## src/rtl/riscv_pkg.sv

```systemverilog
// Shared types for the write-back path: architectural sizes, instruction
// field positions and the buffered result entry.
package riscv_pkg;

  localparam int XLEN       = 32;
  localparam int NREG       = 32;
  localparam int REG_ADDR_W = 5;

  localparam int RS1_LSB = 15;
  localparam int RS2_LSB = 20;
  localparam int RD_LSB  = 7;

  typedef logic [REG_ADDR_W-1:0] reg_addr_t;

  typedef struct packed {
    reg_addr_t       rd;
    logic [XLEN-1:0] data;
  } wb_entry_t;

  // Which source owns the register-file write port this cycle.
  typedef enum logic [1:0] {
    SRC_NONE = 2'd0,
    SRC_ALU  = 2'd1,
    SRC_LSU  = 2'd2
  } wb_src_e;

  function automatic reg_addr_t reg_field(input logic [31:0] instr, input int lsb);
    return instr[lsb +: REG_ADDR_W];
  endfunction

endpackage

```

## src/rtl/wb_arbiter_if.sv

```systemverilog
// Bus bundle between execute/memory units, decode and the register-file write port.
// Optional macro WB_BYPASS_EN adds the decode forwarding signals.
interface wb_arbiter_if;
  import riscv_pkg::*;

  logic [31:0]     instruction;
  logic            alu_valid;
  reg_addr_t       alu_rd;
  logic [XLEN-1:0] alu_data;
  logic            lsu_issue;
  reg_addr_t       lsu_issue_rd;
  logic            lsu_valid;
  logic            lsu_ready;
  reg_addr_t       lsu_rd;
  logic [XLEN-1:0] lsu_data;
  logic            stall;
  logic            reg_write;
  reg_addr_t       rd_out;
  logic [XLEN-1:0] write_data_reg_file;

`ifdef WB_BYPASS_EN
  logic            fwd_rs1_valid;
  logic [XLEN-1:0] fwd_rs1_data;
  logic            fwd_rs2_valid;
  logic [XLEN-1:0] fwd_rs2_data;

  modport master (
    output instruction, alu_valid, alu_rd, alu_data, lsu_issue, lsu_issue_rd,
           lsu_valid, lsu_rd, lsu_data,
    input  lsu_ready, stall, reg_write, rd_out, write_data_reg_file,
           fwd_rs1_valid, fwd_rs1_data, fwd_rs2_valid, fwd_rs2_data
  );

  modport slave (
    input  instruction, alu_valid, alu_rd, alu_data, lsu_issue, lsu_issue_rd,
           lsu_valid, lsu_rd, lsu_data,
    output lsu_ready, stall, reg_write, rd_out, write_data_reg_file,
           fwd_rs1_valid, fwd_rs1_data, fwd_rs2_valid, fwd_rs2_data
  );
`else
  modport master (
    output instruction, alu_valid, alu_rd, alu_data, lsu_issue, lsu_issue_rd,
           lsu_valid, lsu_rd, lsu_data,
    input  lsu_ready, stall, reg_write, rd_out, write_data_reg_file
  );

  modport slave (
    input  instruction, alu_valid, alu_rd, alu_data, lsu_issue, lsu_issue_rd,
           lsu_valid, lsu_rd, lsu_data,
    output lsu_ready, stall, reg_write, rd_out, write_data_reg_file
  );
`endif

endinterface

```

## src/rtl/wb_fifo.sv

```systemverilog
// Small synchronous FIFO buffering long-latency results until the write port is free.
module wb_fifo
  import riscv_pkg::*;
#(
  parameter  int DEPTH = 2,
  localparam int PTR_W = $clog2(DEPTH),
  localparam int CNT_W = $clog2(DEPTH) + 1
) (
  input  logic             clk,
  input  logic             rst_n,
  input  logic             push_i,
  input  wb_entry_t        push_data_i,
  input  logic             pop_i,
  output wb_entry_t        head_o,
  output logic             full_o,
  output logic             empty_o,
  output logic [CNT_W-1:0] count_o
);

  wb_entry_t        mem_q [DEPTH];
  logic [PTR_W-1:0] wr_ptr_q, wr_ptr_d;
  logic [PTR_W-1:0] rd_ptr_q, rd_ptr_d;
  logic [CNT_W-1:0] count_q, count_d;
  logic             do_push, do_pop;

  assign full_o  = (count_q == CNT_W'(DEPTH));
  assign empty_o = (count_q == '0);
  assign count_o = count_q;
  assign head_o  = mem_q[rd_ptr_q];

  assign do_push = push_i & ~full_o;
  assign do_pop  = pop_i & ~empty_o;

  always_comb begin
    wr_ptr_d = wr_ptr_q;
    rd_ptr_d = rd_ptr_q;
    count_d  = count_q;
    if (do_push) wr_ptr_d = wr_ptr_q + PTR_W'(1);
    if (do_pop)  rd_ptr_d = rd_ptr_q + PTR_W'(1);
    case ({do_push, do_pop})
      2'b10:   count_d = count_q + CNT_W'(1);
      2'b01:   count_d = count_q - CNT_W'(1);
      default: count_d = count_q;
    endcase
  end

  always_ff @(posedge clk or negedge rst_n) begin
    if (!rst_n) begin
      wr_ptr_q <= '0;
      rd_ptr_q <= '0;
      count_q  <= '0;
    end else begin
      wr_ptr_q <= wr_ptr_d;
      rd_ptr_q <= rd_ptr_d;
      count_q  <= count_d;
    end
  end

  // Storage needs no reset: the count alone decides what is valid.
  always_ff @(posedge clk) begin
    if (do_push) mem_q[wr_ptr_q] <= push_data_i;
  end

endmodule

```

## src/rtl/wb_arbiter.sv

```systemverilog
// Merges ALU and buffered LSU results onto the single register-file write port
// and stalls decode on busy registers. Optional macro WB_BYPASS_EN adds forwarding.
module wb_arbiter
  import riscv_pkg::*;
#(
  parameter int FIFO_DEPTH = 2
) (
  input  logic       clk,
  input  logic       rst_n,
  wb_arbiter_if.slave bus
);

  localparam int CNT_W = $clog2(FIFO_DEPTH) + 1;

  reg_addr_t        rs1, rs2, rd_dec;
  wb_entry_t        push_entry, head_entry;
  logic             push, pop, fifo_full, fifo_empty;
  logic [CNT_W-1:0] fifo_count;
  wb_src_e          src;

  logic [NREG-1:0]  busy_q, busy_d;
  logic             reg_write_q, reg_write_d;
  reg_addr_t        rd_q, rd_d;
  logic [XLEN-1:0]  data_q, data_d;
  logic             unused_instr_bits;

  assign rs1    = reg_field(bus.instruction, RS1_LSB);
  assign rs2    = reg_field(bus.instruction, RS2_LSB);
  assign rd_dec = reg_field(bus.instruction, RD_LSB);
  assign unused_instr_bits = ^{bus.instruction[31:25], bus.instruction[14:12],
                               bus.instruction[6:0]};

  // Results for x0 are acknowledged but never buffered.
  assign bus.lsu_ready = ~fifo_full;
  assign push          = bus.lsu_valid & ~fifo_full & (bus.lsu_rd != '0);
  assign push_entry    = '{rd: bus.lsu_rd, data: bus.lsu_data};

  wb_fifo #(
    .DEPTH (FIFO_DEPTH)
  ) u_fifo (
    .clk         (clk),
    .rst_n       (rst_n),
    .push_i      (push),
    .push_data_i (push_entry),
    .pop_i       (pop),
    .head_o      (head_entry),
    .full_o      (fifo_full),
    .empty_o     (fifo_empty),
    .count_o     (fifo_count)
  );

  always_comb begin
    src = SRC_NONE;
    if (bus.alu_valid && (bus.alu_rd != '0)) src = SRC_ALU;
    else if (!fifo_empty)                    src = SRC_LSU;
  end

  assign pop = (src == SRC_LSU);

  always_comb begin
    reg_write_d = 1'b0;
    rd_d        = rd_q;
    data_d      = data_q;
    case (src)
      SRC_ALU: begin
        reg_write_d = 1'b1;
        rd_d        = bus.alu_rd;
        data_d      = bus.alu_data;
      end
      SRC_LSU: begin
        reg_write_d = 1'b1;
        rd_d        = head_entry.rd;
        data_d      = head_entry.data;
      end
      default: ;
    endcase
  end

  // Set is applied after clear so a same-cycle re-issue keeps the register busy.
  always_comb begin
    busy_d = busy_q;
    if (pop) busy_d[head_entry.rd] = 1'b0;
    if (bus.lsu_issue && (bus.lsu_issue_rd != '0)) busy_d[bus.lsu_issue_rd] = 1'b1;
    busy_d[0] = 1'b0;
  end

  always_ff @(posedge clk or negedge rst_n) begin
    if (!rst_n) begin
      reg_write_q <= 1'b0;
      rd_q        <= '0;
      data_q      <= '0;
      busy_q      <= '0;
    end else begin
      reg_write_q <= reg_write_d;
      rd_q        <= rd_d;
      data_q      <= data_d;
      busy_q      <= busy_d;
    end
  end

  // A full buffer also stalls so the ALU goes idle and the buffer drains.
  assign bus.stall = busy_q[rs1] | busy_q[rs2] | busy_q[rd_dec] |
                     (fifo_count == CNT_W'(FIFO_DEPTH));

  assign bus.reg_write           = reg_write_q;
  assign bus.rd_out              = rd_q;
  assign bus.write_data_reg_file = data_q;

`ifdef WB_BYPASS_EN
  assign bus.fwd_rs1_valid = reg_write_q & (rd_q != '0) & (rd_q == rs1);
  assign bus.fwd_rs1_data  = data_q;
  assign bus.fwd_rs2_valid = reg_write_q & (rd_q != '0) & (rd_q == rs2);
  assign bus.fwd_rs2_data  = data_q;
`endif

endmodule

```

## src/flat_wrapper.sv

```systemverilog
// flat-port wrapper written by rule: the top's interface ports become plain ports
module wb_arbiter_flat import riscv_pkg::*;
#(
  parameter int FIFO_DEPTH = 2
)
  (clk, rst_n, bus_instruction, bus_alu_valid, bus_alu_rd, bus_alu_data, bus_lsu_issue, bus_lsu_issue_rd, bus_lsu_valid, bus_lsu_rd, bus_lsu_data, bus_lsu_ready, bus_stall, bus_reg_write, bus_rd_out, bus_write_data_reg_file);
  wb_arbiter_if bus_i ();
  input  logic clk;
  input  logic rst_n;
  input wire logic [$bits(bus_i.instruction)-1:0] bus_instruction;
  input wire logic [$bits(bus_i.alu_valid)-1:0] bus_alu_valid;
  input wire logic [$bits(bus_i.alu_rd)-1:0] bus_alu_rd;
  input wire logic [$bits(bus_i.alu_data)-1:0] bus_alu_data;
  input wire logic [$bits(bus_i.lsu_issue)-1:0] bus_lsu_issue;
  input wire logic [$bits(bus_i.lsu_issue_rd)-1:0] bus_lsu_issue_rd;
  input wire logic [$bits(bus_i.lsu_valid)-1:0] bus_lsu_valid;
  input wire logic [$bits(bus_i.lsu_rd)-1:0] bus_lsu_rd;
  input wire logic [$bits(bus_i.lsu_data)-1:0] bus_lsu_data;
  output wire logic [$bits(bus_i.lsu_ready)-1:0] bus_lsu_ready;
  output wire logic [$bits(bus_i.stall)-1:0] bus_stall;
  output wire logic [$bits(bus_i.reg_write)-1:0] bus_reg_write;
  output wire logic [$bits(bus_i.rd_out)-1:0] bus_rd_out;
  output wire logic [$bits(bus_i.write_data_reg_file)-1:0] bus_write_data_reg_file;
  assign bus_i.instruction = bus_instruction;
  assign bus_i.alu_valid = bus_alu_valid;
  assign bus_i.alu_rd = bus_alu_rd;
  assign bus_i.alu_data = bus_alu_data;
  assign bus_i.lsu_issue = bus_lsu_issue;
  assign bus_i.lsu_issue_rd = bus_lsu_issue_rd;
  assign bus_i.lsu_valid = bus_lsu_valid;
  assign bus_i.lsu_rd = bus_lsu_rd;
  assign bus_i.lsu_data = bus_lsu_data;
  assign bus_lsu_ready = bus_i.lsu_ready;
  assign bus_stall = bus_i.stall;
  assign bus_reg_write = bus_i.reg_write;
  assign bus_rd_out = bus_i.rd_out;
  assign bus_write_data_reg_file = bus_i.write_data_reg_file;
  wb_arbiter #(.FIFO_DEPTH(FIFO_DEPTH)) u_core (.clk(clk), .rst_n(rst_n), .bus(bus_i));
endmodule
```

## config.mk

```make
export PLATFORM = sky130hd
export DESIGN_NAME = wb_arbiter_flat
export DESIGN_NICKNAME = d
export VERILOG_FILES = /design/src/rtl/riscv_pkg.sv /design/src/rtl/wb_arbiter_if.sv /design/src/rtl/wb_fifo.sv /design/src/rtl/wb_arbiter.sv /design/src/flat_wrapper.sv
export SDC_FILE = /design/constraint.sdc
export NUM_CORES = 1
export LEC_CHECK = 0
export ABC_AREA = 1
export CELL_PAD_IN_SITES_DETAIL_PLACEMENT = 1
export CELL_PAD_IN_SITES_GLOBAL_PLACEMENT = 2
export CORE_ASPECT_RATIO = 1.2
export CORE_MARGIN = 2
export CORE_UTILIZATION = 30
export DETAILED_ROUTE_END_ITERATION = 6
export GPL_TIMING_DRIVEN = 1
export MAX_ROUTING_LAYER = met4
export PLACE_DENSITY_LB_ADDON = 0.1
export SETUP_SLACK_MARGIN = 0.4
export SLEW_MARGIN = 20
export SYNTH_ARGS = -nofsm -noshare
export SYNTH_HDL_FRONTEND = slang
export SYNTH_SLANG_ARGS = --single-unit
```

## constraint.sdc

```tcl
create_clock -name clk -period 3.8 [get_ports clk]
set_input_delay 0.38 -clock clk [delete_from_list [all_inputs] [get_ports clk]]
set_output_delay 0.38 -clock clk [all_outputs]
set_load 0.005 [all_outputs]
```

Word-level counts from Yosys, hierarchy flattened --
Memory sizes are Yosys's and may differ from the RTL's. Cells that the tools add are included.
Word-level totals: register bits 73, latch bits 0, memory bits (writable) 74, ROM bits 0, output and inout bits 40, word-level logic and storage cells 67, memories 1
Memories:
- u_core.u_fifo.mem_q | words 2, bits a word 37, read ports 1, clocked after memory_dff 0, write ports 1, RTL line wb_fifo.sv:20 | wb_entry_t mem_q [DEPTH];
Cells by class: add/subtract/negate cells 4, multipliers 0, div/mod/pow operators 0, $lt $le $gt $ge 7, equal/unequal tests 5, shift-type cells 0, mux-type cells 20, bitwise operators 12, reductions and logical operators 11
Operators by type and width (count):
- 32-bit two-way mux | 2
- 32-bit case mux with 2 select lines | 1
- 32-bit bitwise AND | 1
- 32-bit NOT | 1
- 32-bit bitwise OR | 1
- 5-bit by 6-bit < comparator with 1-bit output, second input constant | 5
- 1-bit binary-select mux with 5-bit select | 3
- 5-bit nonzero test | 3
- 1-bit demux with 5-bit select | 2
- 5-bit by 1-bit greater-or-equal comparator with 1-bit output, second input constant | 2
- 5-bit case mux with 2 select lines | 1
- 1-bit two-way mux | 8
- 2-bit equality test, second input constant | 3
- 1-bit bitwise AND | 4
- 2-bit by 1-bit equality test with 1-bit output, second input constant | 2
- 1-bit logical AND | 4
- 2-bit two-way mux | 2
- 2-bit case mux with 2 select lines | 1
- 2-bit nonzero test | 2
- 1-bit bitwise OR | 3
- 1-bit adder, second input constant | 2
- 2-bit by 1-bit adder with 2-bit output, second input constant | 1
- 2-bit logical NOT | 1
- 1-bit NOT | 2
- 2 further kinds | 2

Depth between registers and ports, before layout --
Gate-level depths: netlist of run 1. An unclocked memory read counts as a cell.
word-level depth 10, depth in mapped cells 12

Modules after synthesis --
From an unflattened synthesis of run 1, not the netlist that was laid out.
Second synthesis, totals: cells, all modules 836, area total of the unflattened synthesis 7120.6 µm²
Modules (own cells, without submodules):
- wb_arbiter | instances 1, cells each 610, area each 4181.5 µm², seq. area each 1726.7 µm²
- wb_fifo | instances 1, cells each 226, area each 2939.1 µm², seq. area each 2322.2 µm²

Least setup slack after synthesis of run 1 --
Ideal clock, no wire load.
kind reg2reg, from register u_core.u_fifo.count_q[0], in the netlist u_core.u_fifo.count_o[0], to memory u_core.u_fifo.mem_q[0][0] (netlist bit) (enable), data arrival time 2325 ps, slack 1043 ps, cell stages (with the launch flop) 5, clock period less this slack 2757 ps, cell sequence dfrtp_1 -> inv_1 -> nand2_1 -> nand3_1 -> nor2_1
Between the ends: longest elaborated chain between the ends 7
Ends and longest elaborated chain:
- from (decl) | RTL line wb_fifo.sv:23 | logic [CNT_W-1:0] count_q, count_d;
- from (signal assigned) | RTL line wb_fifo.sv:55 | count_q <= count_d;
- 2-bit equality test (*) | RTL line wb_fifo.sv:26 | assign full_o = (count_q == CNT_W'(DEPTH));
- 1-bit NOT (*)
- named net bus_lsu_ready | RTL line flat_wrapper.sv:19 | output wire logic [$bits(bus_i.lsu_ready)-1:0] bus_lsu_ready;
- 1-bit bitwise AND (2 in series) | RTL line wb_arbiter.sv:35 | assign push = bus.lsu_valid & ~fifo_full & (bus.lsu_rd != '0);
- 1-bit bitwise AND (*) | RTL line wb_fifo.sv:31 | assign do_push = push_i & ~full_o;
- 1-bit two-way mux (*) | RTL line wb_fifo.sv:61 | if (do_push) mem_q[wr_ptr_q] <= push_data_i;
- 1-bit two-way mux (not written as such) (*) | RTL line wb_fifo.sv:61
- to (decl) | RTL line wb_fifo.sv:20
Mark *: on every way through the listed nets, which the timed path passes. The rest lies on a longest branch.

Final worst setup path of run 1 --
from input port bus_instruction[21], to output port bus_stall
Between the ends: longest elaborated chain between the ends 5
Ends and longest elaborated chain:
- from (decl) | RTL line flat_wrapper.sv:10 | input wire logic [$bits(bus_i.instruction)-1:0] bus_instruction;
- 1-bit binary-select mux with 5-bit select | RTL line wb_arbiter.sv:102 | assign bus.stall = busy_q[rs1] | busy_q[rs2] | busy_q[rd_dec] |
- 1-bit two-way mux (not written as such) | RTL line wb_arbiter.sv:102
- 1-bit bitwise OR (3 in series) | RTL line wb_arbiter.sv:102
- to (decl) | RTL line flat_wrapper.sv:20 | output wire logic [$bits(bus_i.stall)-1:0] bus_stall;
No other way between the ends. The select of a mux whose other input is x is not followed.

==> impl_metrics.py, run 1 <==
metrics = {
    "worst_setup_path": {
        "crit_top_cell": "nand2_1",
        "startpoint_type": "primary input",
        "cp_max_fo": 9,
        "critical_path_class": "primary input to output port",
        "worstSetupEndpointType": "output port",
        "cp_slowest_cell": "clkdlybuf4s50_1",
        "crit_family": "buffers and inverters",
        "required_ns": 3.42,
        "critPathArrivalTime_ns": 2.52,
        "critPathBufInv": 3,
        "worstPathCellList": "clkdlybuf4s50_1, inv_1, nand3_1, nand3_1, nand2_1, nand2_1, nand3_1, nand2_1, nor2_1, nand2_1, clkdlybuf4s50_1",
        "cpPeakStageDelay_ns": 0.72,
    },
    "sta": {
        "fin_crit_sh_pct": 76.4,
        "fin_tns_setup_ns": 0,
        "rsz0062_at_grt": "false",
        "fin_crit_ns": 2.90,
        "worst_pin_slew_ns": 0.995,
        "maxSlewViolCount": 0,
        "hold_ws_ns": 0.108,
        "hold_violations": 0,
        "setup_viol": 0,
        "slew-limit-headroom_pct": 33.7,
        "finClkSkew_ns": 0.00800,
        "fin_ws_ns": 0.895,
        "fmax_mhz": 344,
    },
    "power_and_ir_drop": {
        "total_power_mw": 6.42,
        "p_leak_nw": 3.81,
        "vdd_drop_max_mv": 0.321,
        "power.density_nw_per_um2": 705,
    },
    "detailed_routing": {
        "ant_nets": 0,
        "drtIter0Drc": 206,
        "drc": 0,
        "wl_per_cell_um": 18.0,
        "wl_met2_mm": 10.9,
        "routed.top_layer": "met4",
        "route.met3.wl_um": 860,
        "drtPass1Iterations": 4,
        "viasPerCell": 4.90,
        "routed_wl_mm": 21.2,
        "met1Wirelength_mm": 8.80,
        "vias": 5762,
    },
    "layout": {
        "fin_area_um2": 9100,
        "num-nets-final": 1001,
        "n_antenna_cell": 0,
        "drive_gt1_share_pct": 7.47,
        "stdcell_count": 1176,
        "fillers": 2621,
        "syn2layout_area_growth_pct": 32.1,
        "multi_input_area_um2": 2280,
        "seq_area_um2": 4050,
        "post-route-util_pct": 40.4,
    },
    "floorplan": {
        "io_pins": 156,
        "die_area_um2": 24200,
        "initial_core_util_pct": 30.6,
        "die_h_um": 170,
        "fp.coreArea_um2": 22500,
        "std_cell_rows": 60,
        "die_w_um": 142,
    },
    "yosys": {
        "syn_area_um2": 6890,
        "post-synth-top-area-cell": "edfxtp_1",
        "synthCells": 748,
        "yosys-top-cells-area": "edfxtp_1, dfrtp_1, nand2_1",
        "syn_nets": 865,
        "synthMuxAreaShare_pct": 0,
        "synth_commonest_cells": "nand2_1, inv_1, nand3_1",
        "synth_top_area_share_pct": 32.2,
        "synth-simple-area-share_pct": 18.2,
        "synth.most_common_cell": "nand2_1",
        "synth_seq_cells": 147,
        "synth_edf_count": 74,
        "avgSynthCellArea_um2": 9.21,
        "synthArstFlopShare_pct": 49.7,
        "synth_cell_type_count": 31,
        "yosysWarningCount": 0,
        "synthAdderAreaFrac_pct": 0.182,
        "seq_area_frac_synth_pct": 58.8,
        "synth-compound-area-share_pct": 13.9,
        "synthFlopType": "edfxtp_1",
        "synthXorXnorAreaFrac_pct": 0.508,
        "synth_top_family_by_area": "simple AND/OR/NAND/NOR gates",
    },
    "min_path": {
        "hold_class": "primary input to asynchronous set/reset pin",
    },
    "cts": {
        "cts_made_buffers": 17,
        "cts_tree": "built",
        "ctsResizeCount": 0,
        "path_clk_slew_ns": 0.07,
        "cts_root_buffer": "clkbuf_16",
        "cts_setup_buffers": 0,
        "postCtsHoldBufs": 0,
        "clk_latency_ns": 0.42,
        "cts_max_level": 4,
        "cts_sinks": 147,
        "cts_buffer_depth": 2,
    },
    "global_routing": {
        "grt_max_degree": 74,
        "grt-ovfl-total": 0,
        "antenna_found_initial": 0,
        "grt_usage_pct": 18.8,
        "grt_pass1_wl_mm": 34.1,
        "grt_pass1_vias": 6414,
    },
    "placed_design": {
        "place_area_um2": 8520,
        "place_inst": 1144,
        "hpwlAfterDp_mm": 15.5,
        "place_ws_ns": 0.879,
        "numPortBuffers": 138,
        "gp_congestion": 0.823,
    },
    "status": {
        "status": "complete, no violations",
    },
    "run": {
        "drv_cap": 0,
    },
}
layout by cell type, fill, tap and decap left out, types with 2 or more instances in the layout:
master           count
dfrtp_1             72
nand2_2              4
o211ai_1             4
bufinv_16            2
nand2_1            141
buf_4               10
o22ai_1             33
clkbuf_16           17
inv_1               97
clkdlybuf4s50_1    137
a21oi_1             66
o21ai_1             36
o21ai_0             23
nor2_4               5
clkinv_4             2
nand3_1             89
inv_6                5
o221ai_1             2
o31ai_1              3
nor2_1              43
clkinv_1             2
inv_2                5
o21ai_2              6
nand2_4              2
xnor2_1              3
clkinvlp_4           2
edfxtp_1            74
inv_4                2
layout make-up:
type                            count  share of cell area, %
Sequential cell                   147                   44.5
Multi-Input combinational cell    467                   25.0
Timing Repair Buffer              147                   15.9
Clock buffer                       18                   4.82
Inverter                          104                   4.34
Tap cell                          279                   3.83
Clock inverter                     14                   1.64
logic make-up (layout without fill, tap and decap cells):
family          after synthesis  in the layout
flops                       147            147
xor+xnor                      4              4
compound gates              174            174
buf+inv                     134            283
fa+ha+maj                     1              1
simple gates                288            288
power breakdown:
part           total, mW  internal [mW]  switching (mW)
Clock               1.68          0.991           0.689
Combinational       2.18          0.890            1.29
Sequential          2.56           2.24           0.322
Total               6.42           4.12            2.30
per-layer routing:
layer,vias to the layer above,track usage (%)
met4,0,6.63
met1,2800,21.7
li1,2804,-
met2,126,32.7
met5,-,-
met3,32,3.71
path summary, 6_finish.rpt:
kind                            slack (ns)  cells after the start                            endpoint                     start
worst max-delay path                  0.90                     11                           bus_stall       bus_instruction[21]
worst min register to register        0.51                      2                    u_core.busy_q[6]          u_core.busy_q[6]
min in group clk                      0.51                      2                    u_core.busy_q[6]          u_core.busy_q[6]
max in group asynchronous             2.96                      1              u_core.u_fifo.rd_ptr_q                     rst_n
worst max register to register        1.79                      8            u_core.u_fifo.count_o[1]  u_core.u_fifo.count_o[0]
worst min-delay path                  0.11                      1  u_core.bus.write_data_reg_file[10]                     rst_n
registers in the layout, indices dropped and copies added (netlist names):
signal / flops
u_core.u_fifo.mem_q: 74
u_core.bus.write_data_reg_file: 32
u_core.busy_q: 31
u_core.bus.rd_out: 5
u_core.u_fifo.count_o: 2
u_core.bus.reg_write: 1
u_core.u_fifo.rd_ptr_q: 1
u_core.u_fifo.wr_ptr_q: 1
worst reg2reg max path, cell delays in order (launching register included):
cell and delay [ns]:
dfrtp_1 0.46, nor2_4 0.08, inv_1 0.10, nand2_4 0.12, inv_4 0.39, ha_1 0.35
a21oi_1 0.13, o21ai_0 0.12, xnor2_1 0.15
Note: power is estimated with default switching activity, not from simulation.
==> run 2: changes to the inputs <==
CORE_UTILIZATION = 27   (was 30)
clock period = 2.51 ns   (was 3.8 ns; I/O delays follow)
==> impl_metrics.py, run 2 (same netlist as run 1, synthesis figures left out) <==
metrics = {
    "power_and_ir_drop": {
        "power.density_nw_per_um2": 1060,
        "power_switching_mw": 3.85,
        "intPower_mw": 6.21,
        "switching_share_pct": 38.3,
        "p_leak_nw": 3.94,
        "p_comb_share_pct": 37.3,
        "p_clk_share_pct": 24.1,
        "vdd_drop_max_mv": 0.503,
        "seq_power_share_pct": 38.5,
    },
    "worst_setup_path": {
        "worstSetupEndpointType": "output port",
        "startpoint_type": "register",
        "worstSetupEndpoint": "bus_stall",
        "cpPeakStageDelay_ns": 0.41,
        "timing.rr.start": "u_core.u_fifo.count_o[0]",
        "rrSetupSlack_ns": 0.77,
        "rr_worst_depth": 8,
        "cp_max_fo": 3,
        "required_ns": 2.26,
        "critical_path_class": "register to output port",
        "r2r-end": "u_core.u_fifo.count_o[1]",
        "worstPathCellList": "inv_4, nand2_1, nand3_1, nand3_1, nand3_2, a21oi_1, buf_4, nor2_2, nand2_1, buf_2",
        "crit_path_start": "u_core.busy_q[13]",
        "critPathArrivalTime_ns": 1.79,
        "path_depth": 10,
        "cp_slowest_cell": "dfrtp_1",
        "critPathBufInv": 3,
        "crit_family": "simple AND/OR/NAND/NOR gates",
    },
    "sta": {
        "fin_crit_ns": 2.04,
        "finClkSkew_ns": 0.0122,
        "fin_tns_setup_ns": 0,
        "worst_pin_slew_ns": 0.581,
        "fmax_mhz": 490,
        "hold_violations": 0,
        "maxSlewViolCount": 0,
        "fin_crit_sh_pct": 81.3,
        "slew-limit-headroom_pct": 61.3,
        "rsz0062_at_grt": "true",
        "hold_ws_ns": 0.379,
        "fin_ws_ns": 0.468,
        "setup_viol": 0,
    },
    "layout": {
        "final_common_cell": "clkdlybuf4s50_1",
        "syn2layout_area_growth_pct": 37.8,
        "largest-register": "u_core.u_fifo.mem_q",
        "num-nets-final": 1020,
        "drive_gt1_share_pct": 15.7,
        "n_antenna_cell": 0,
        "post-route-util_pct": 37.5,
        "fin_area_um2": 9490,
        "largest_register_ffs": 74,
        "most-common-layout-cells": "clkdlybuf4s50_1, nand2_1, edfxtp_1",
    },
    "cts": {
        "cts_made_buffers": 17,
        "path_clk_slew_ns": 0.06,
        "cts_tree": "built",
        "cts_buffer_depth": 2,
        "cts_max_level": 4,
        "cts_root_buffer": "clkbuf_16",
        "clk_latency_ns": 0.43,
        "cts_sinks": 147,
    },
    "global_routing": {
        "grt-ovfl-total": 0,
        "grt_usage_pct": 18.2,
        "grt_max_degree": 40,
        "grt_pass1_wl_mm": 35.6,
        "antenna_found_initial": 0,
        "grt_pass1_vias": 6494,
    },
    "detailed_routing": {
        "routed_wl_mm": 22.7,
        "vias": 5856,
        "ant_nets": 0,
        "drtIter0Drc": 243,
        "routed.top_layer": "met4",
        "route.met3.wl_um": 901,
        "wl_met2_mm": 11.6,
        "drtPass1Iterations": 4,
        "met1Wirelength_mm": 9.08,
        "viasPerCell": 4.70,
        "wl_per_cell_um": 18.2,
        "drc": 0,
    },
    "status": {
        "status": "complete, no violations",
    },
    "placed_design": {
        "place_ws_ns": 0.0507,
        "gp_congestion": 0.877,
        "place_area_um2": 8750,
        "hpwlAfterDp_mm": 16.7,
        "numPortBuffers": 138,
    },
    "floorplan": {
        "die_h_um": 179,
        "initial_core_util_pct": 27.2,
        "std_cell_rows": 64,
        "die_w_um": 150,
        "die_area_um2": 26800,
        "fp.coreArea_um2": 25300,
        "io_pins": 156,
    },
    "run": {
        "drv_cap": 0,
    },
    "min_path": {
        "hold_class": "primary input to asynchronous set/reset pin",
    },
}
[run 2: cell types whose count changed in the layout (fill, tap and decap cells not counted), moves of 3 or more]
| cell | before | now |
|---|---|---|
| inv_1 | 97 | 68 |
| inv_2 | 5 | 27 |
| nand3_1 | 89 | 73 |
| nand3_2 | 1 | 16 |
| buf_4 | 10 | 21 |
| nand2_1 | 141 | 132 |
| nand2_2 | 4 | 13 |
| inv_4 | 2 | 9 |
| buf_12 | 0 | 6 |
| clkdlybuf4s50_1 | 137 | 133 |
| dlygate4sd2_1 | 0 | 3 |
| inv_8 | 0 | 3 |
[run 2: through the flow]
stage | std cells | total power, mW
after global routing | 1246 | 10.8
after global placement | 1207 | 7.47
final | 1246 | 10.1
after floorplan | 748 | 5.75
after CTS | 1242 | 10.1
after detailed placement | 1207 | 7.57
[run 2: cell type report]
class / count / area (µm²)
Clock inverter: 15 / 140
Multi-Input combinational cell: 467 / 2390
Fill cell: 2931 / 15800
Sequential cell: 147 / 4050
Tap cell: 330 / 413
Clock buffer: 17 / 425
Timing Repair Buffer: 166 / 1660
Inverter: 104 / 413
[run 2: worst min path at each step]
| stage | startpoint | endpoint | slack [ns] | cells past startpoint |
|---|---|---|---|---|
| after global routing | bus_lsu_data[23] | u_core.u_fifo.mem_q[0][23] | 0.39 | 1 |
| after global placement | rst_n | u_core.bus.reg_write | 0.29 | 1 |
| after detailed placement | rst_n | u_core.bus.rd_out[1] | 0.30 | 1 |
| after floorplan | rst_n | u_core.bus.rd_out[0] | -0.04 | 0 |
| final | rst_n | u_core.bus.rd_out[1] | 0.38 | 2 |
| after CTS | bus_lsu_data[13] | u_core.u_fifo.mem_q[0][13] | 0.38 | 1 |
[run 2: metal layers]
| metal | vias up | GRT usage (%) |
|---|---|---|
| met1 | 2834 | 20.0 |
| met3 | 43 | 3.41 |
| met5 | - | - |
| met2 | 126 | 31.7 |
| met4 | 0 | 9.00 |
| li1 | 2853 | - |
[run 2: worst register-to-register path: stages (launching register included)]
cell,delay [ns]
dfrtp_1,0.45
nor2_4,0.18
inv_1,0.09
nand2_4,0.16
inv_4,0.07
ha_1,0.30
a21oi_1,0.12
o21ai_0,0.11
xnor2_1,0.14
[run 2: repair_timing]
item,4_1_cts,5_1_grt
cloned,1,0
buffers inserted,1,4
resized for setup,37,36
hold buffers,1,0
pin swaps,4,13
hold endpoints to repair,36,0
endpoints found under the setup margin,1,1
[run 2: power by group through the flow]
stage | clock network (mW) | registers, mW | logic, mW
floorplan | 0 | 3.76 | 2.00
global placement | 0 | 3.85 | 3.62
detailed placement | 0 | 3.88 | 3.68
CTS | 2.51 | 3.88 | 3.73
global route | 2.61 | 3.99 | 4.20
finish | 2.43 | 3.88 | 3.76
==> run 3: changes to the inputs <==
clock period = 1.76 ns   (was 2.51 ns; I/O delays follow)
==> impl_metrics.py, run 3 (same netlist as run 1, synthesis figures left out) <==
metrics = {
    "power_and_ir_drop": {
        "vdd_drop_max_mv": 0.786,
        "power.density_nw_per_um2": 1580,
        "p_leak_nw": 5.01,
    },
    "min_path": {
        "hold_class": "primary input to asynchronous set/reset pin",
    },
    "floorplan": {
        "die_h_um": 179,
        "std_cell_rows": 64,
        "initial_core_util_pct": 27.2,
        "die_area_um2": 26800,
        "io_pins": 156,
        "die_w_um": 150,
        "fp.coreArea_um2": 25300,
    },
    "worst_setup_path": {
        "cp_slowest_cell": "dfrtp_1",
        "rr_worst_depth": 7,
        "cp_max_fo": 3,
        "crit_family": "simple AND/OR/NAND/NOR gates",
        "cpPeakStageDelay_ns": 0.40,
        "critPathBufInv": 3,
        "worstSetupEndpointType": "output port",
        "crit_top_cell": "nand3_1",
        "critical_path_class": "register to output port",
        "required_ns": 1.58,
        "critPathArrivalTime_ns": 1.79,
        "startpoint_type": "register",
        "worstPathCellList": "inv_2, nand2_1, nand3_1, nand3_1, nand3_1, a21oi_1, buf_4, nor2_2, nand2_1, buf_2",
        "path_depth": 10,
    },
    "placed_design": {
        "hpwlAfterDp_mm": 18.0,
        "numPortBuffers": 138,
        "place_inst": 1254,
        "place_ws_ns": -0.572,
        "gp_congestion": 0.861,
    },
    "detailed_routing": {
        "wl_per_cell_um": 20.2,
        "drtIter0Drc": 199,
        "drc": 0,
        "routed_wl_mm": 27.7,
        "vias": 6558,
        "ant_nets": 0,
        "drtPass1Iterations": 4,
        "viasPerCell": 4.77,
    },
    "status": {
        "violations": "setup timing",
        "status": "finished with violations",
    },
    "sta": {
        "hold_ws_ns": 0.247,
        "worst_pin_slew_ns": 0.504,
        "finClkSkew_ns": 0.0130,
        "hold_violations": 0,
        "fin_crit_ns": 1.96,
        "maxSlewViolCount": 0,
        "rsz0062_at_grt": "true",
        "fmax_mhz": 510,
        "fin_crit_sh_pct": 111,
        "slew-limit-headroom_pct": 66.4,
        "setup_viol": 1,
        "fin_ws_ns": -0.202,
    },
    "layout": {
        "final_common_cell": "nand2_1",
        "num-nets-final": 1148,
        "stdcell_count": 1374,
        "syn2layout_area_growth_pct": 73.2,
        "largest_register_ffs": 74,
        "drive_gt1_share_pct": 37.3,
        "n_antenna_cell": 0,
        "most-common-layout-cells": "nand2_1, clkdlybuf4s50_1, buf_4",
        "post-route-util_pct": 47.2,
        "largest-register": "u_core.u_fifo.mem_q",
    },
    "global_routing": {
        "grt_usage_pct": 20.8,
        "antenna_found_initial": 0,
        "grt_pass1_wl_mm": 40.4,
        "grt_max_degree": 41,
        "grt-ovfl-total": 0,
        "grt_pass1_vias": 7103,
    },
    "cts": {
        "path_clk_slew_ns": 0.06,
        "cts_max_level": 4,
        "clk_latency_ns": 0.43,
        "cts_made_buffers": 17,
        "cts_tree": "built",
        "cts_sinks": 147,
        "cts_buffer_depth": 2,
        "cts_root_buffer": "clkbuf_16",
    },
    "run": {
        "drv_cap": 0,
    },
}
==> run 3: cell count changes in the layout (fill, tap and decap cells not counted), moves of 22 or more <==
| cell | change |
|---|---|
| buf_4 | +60 |
| clkdlybuf4s50_1 | -39 |
| dlygate4sd2_1 | +37 |
| buf_6 | +33 |
| o22ai_1 | -32 |
| a21oi_1 | -28 |
| o22ai_4 | +28 |
| a21oi_2 | +27 |
| o21ai_0 | -22 |
==> run 3: through the flow <==
stage          area (µm²)  setup TNS, ns  total power [mW]
2_1_floorplan        6950              0              8.28
3_3_place_gp         9200         -0.574              11.4
3_5_place_dp         9200         -0.968              11.5
4_1_cts             11100         -0.237              17.4
5_1_grt             11900         -0.324              19.9
6_report            11900         -0.202              18.9
==> run 3: final cells by class <==
class	instances	area, µm²
Clock buffer	17	425
Sequential cell	147	4060
Fill cell	2787	13400
Multi-Input combinational cell	467	3270
Timing Repair Buffer	294	3220
Tap cell	330	413
Inverter	104	408
Clock inverter	15	141
==> run 3: path summary, 6_finish.rpt <==
check | start | slack (ns) | to
min reg2reg | u_core.busy_q[3] | 0.53 | u_core.busy_q[3]
min | rst_n | 0.25 | u_core.bus.rd_out[3]
min in group clk | bus_alu_rd[1] | 0.27 | u_core.bus.rd_out[1]
max | u_core.busy_q[11] | -0.20 | bus_stall
max in group asynchronous | rst_n | 0.92 | u_core.busy_q[2]
max reg2reg | u_core.u_fifo.rd_ptr_q | 0.16 | u_core.busy_q[22]
==> run 3: power breakdown <==
| group | switching (mW) | leakage (nW) | internal, mW |
|---|---|---|---|
| clock network | 1.64 | 0.273 | 1.87 |
| logic | 4.91 | 3.20 | 4.86 |
| registers | 0.793 | 1.54 | 4.84 |
| total | 7.34 | 5.01 | 11.6 |
==> run 3: worst register-to-register path, cell delays in order, from the launching register on <==
cell and delay (ns):
dfrtp_2 0.45, buf_12 0.16, o21ai_4 0.27, inv_4 0.07, nor2_4 0.13, nand2_4 0.12
o21ai_1 0.16, o21ai_1 0.10
==> run 3: per-layer routing <==
metal  up-vias  global-route usage [%]  routed length (µm)
li1       3121                       -                   -
met4         0                    7.98                 975
met2       146                    39.0               15500
met3        47                    3.31                 927
met5         -                       -                   0
met1      3244                    21.8               10300
==> run 3: timing repair <==
item | 4_1_cts | 5_1_grt
endpoints found under the hold margin | 30 | 0
gates resized for setup | 238 | 117
setup buffers | 53 | 19
hold buffers | 1 | 0
pin swaps | 60 | 43
setup endpoints to repair | 180 | 142
cloned | 7 | 8
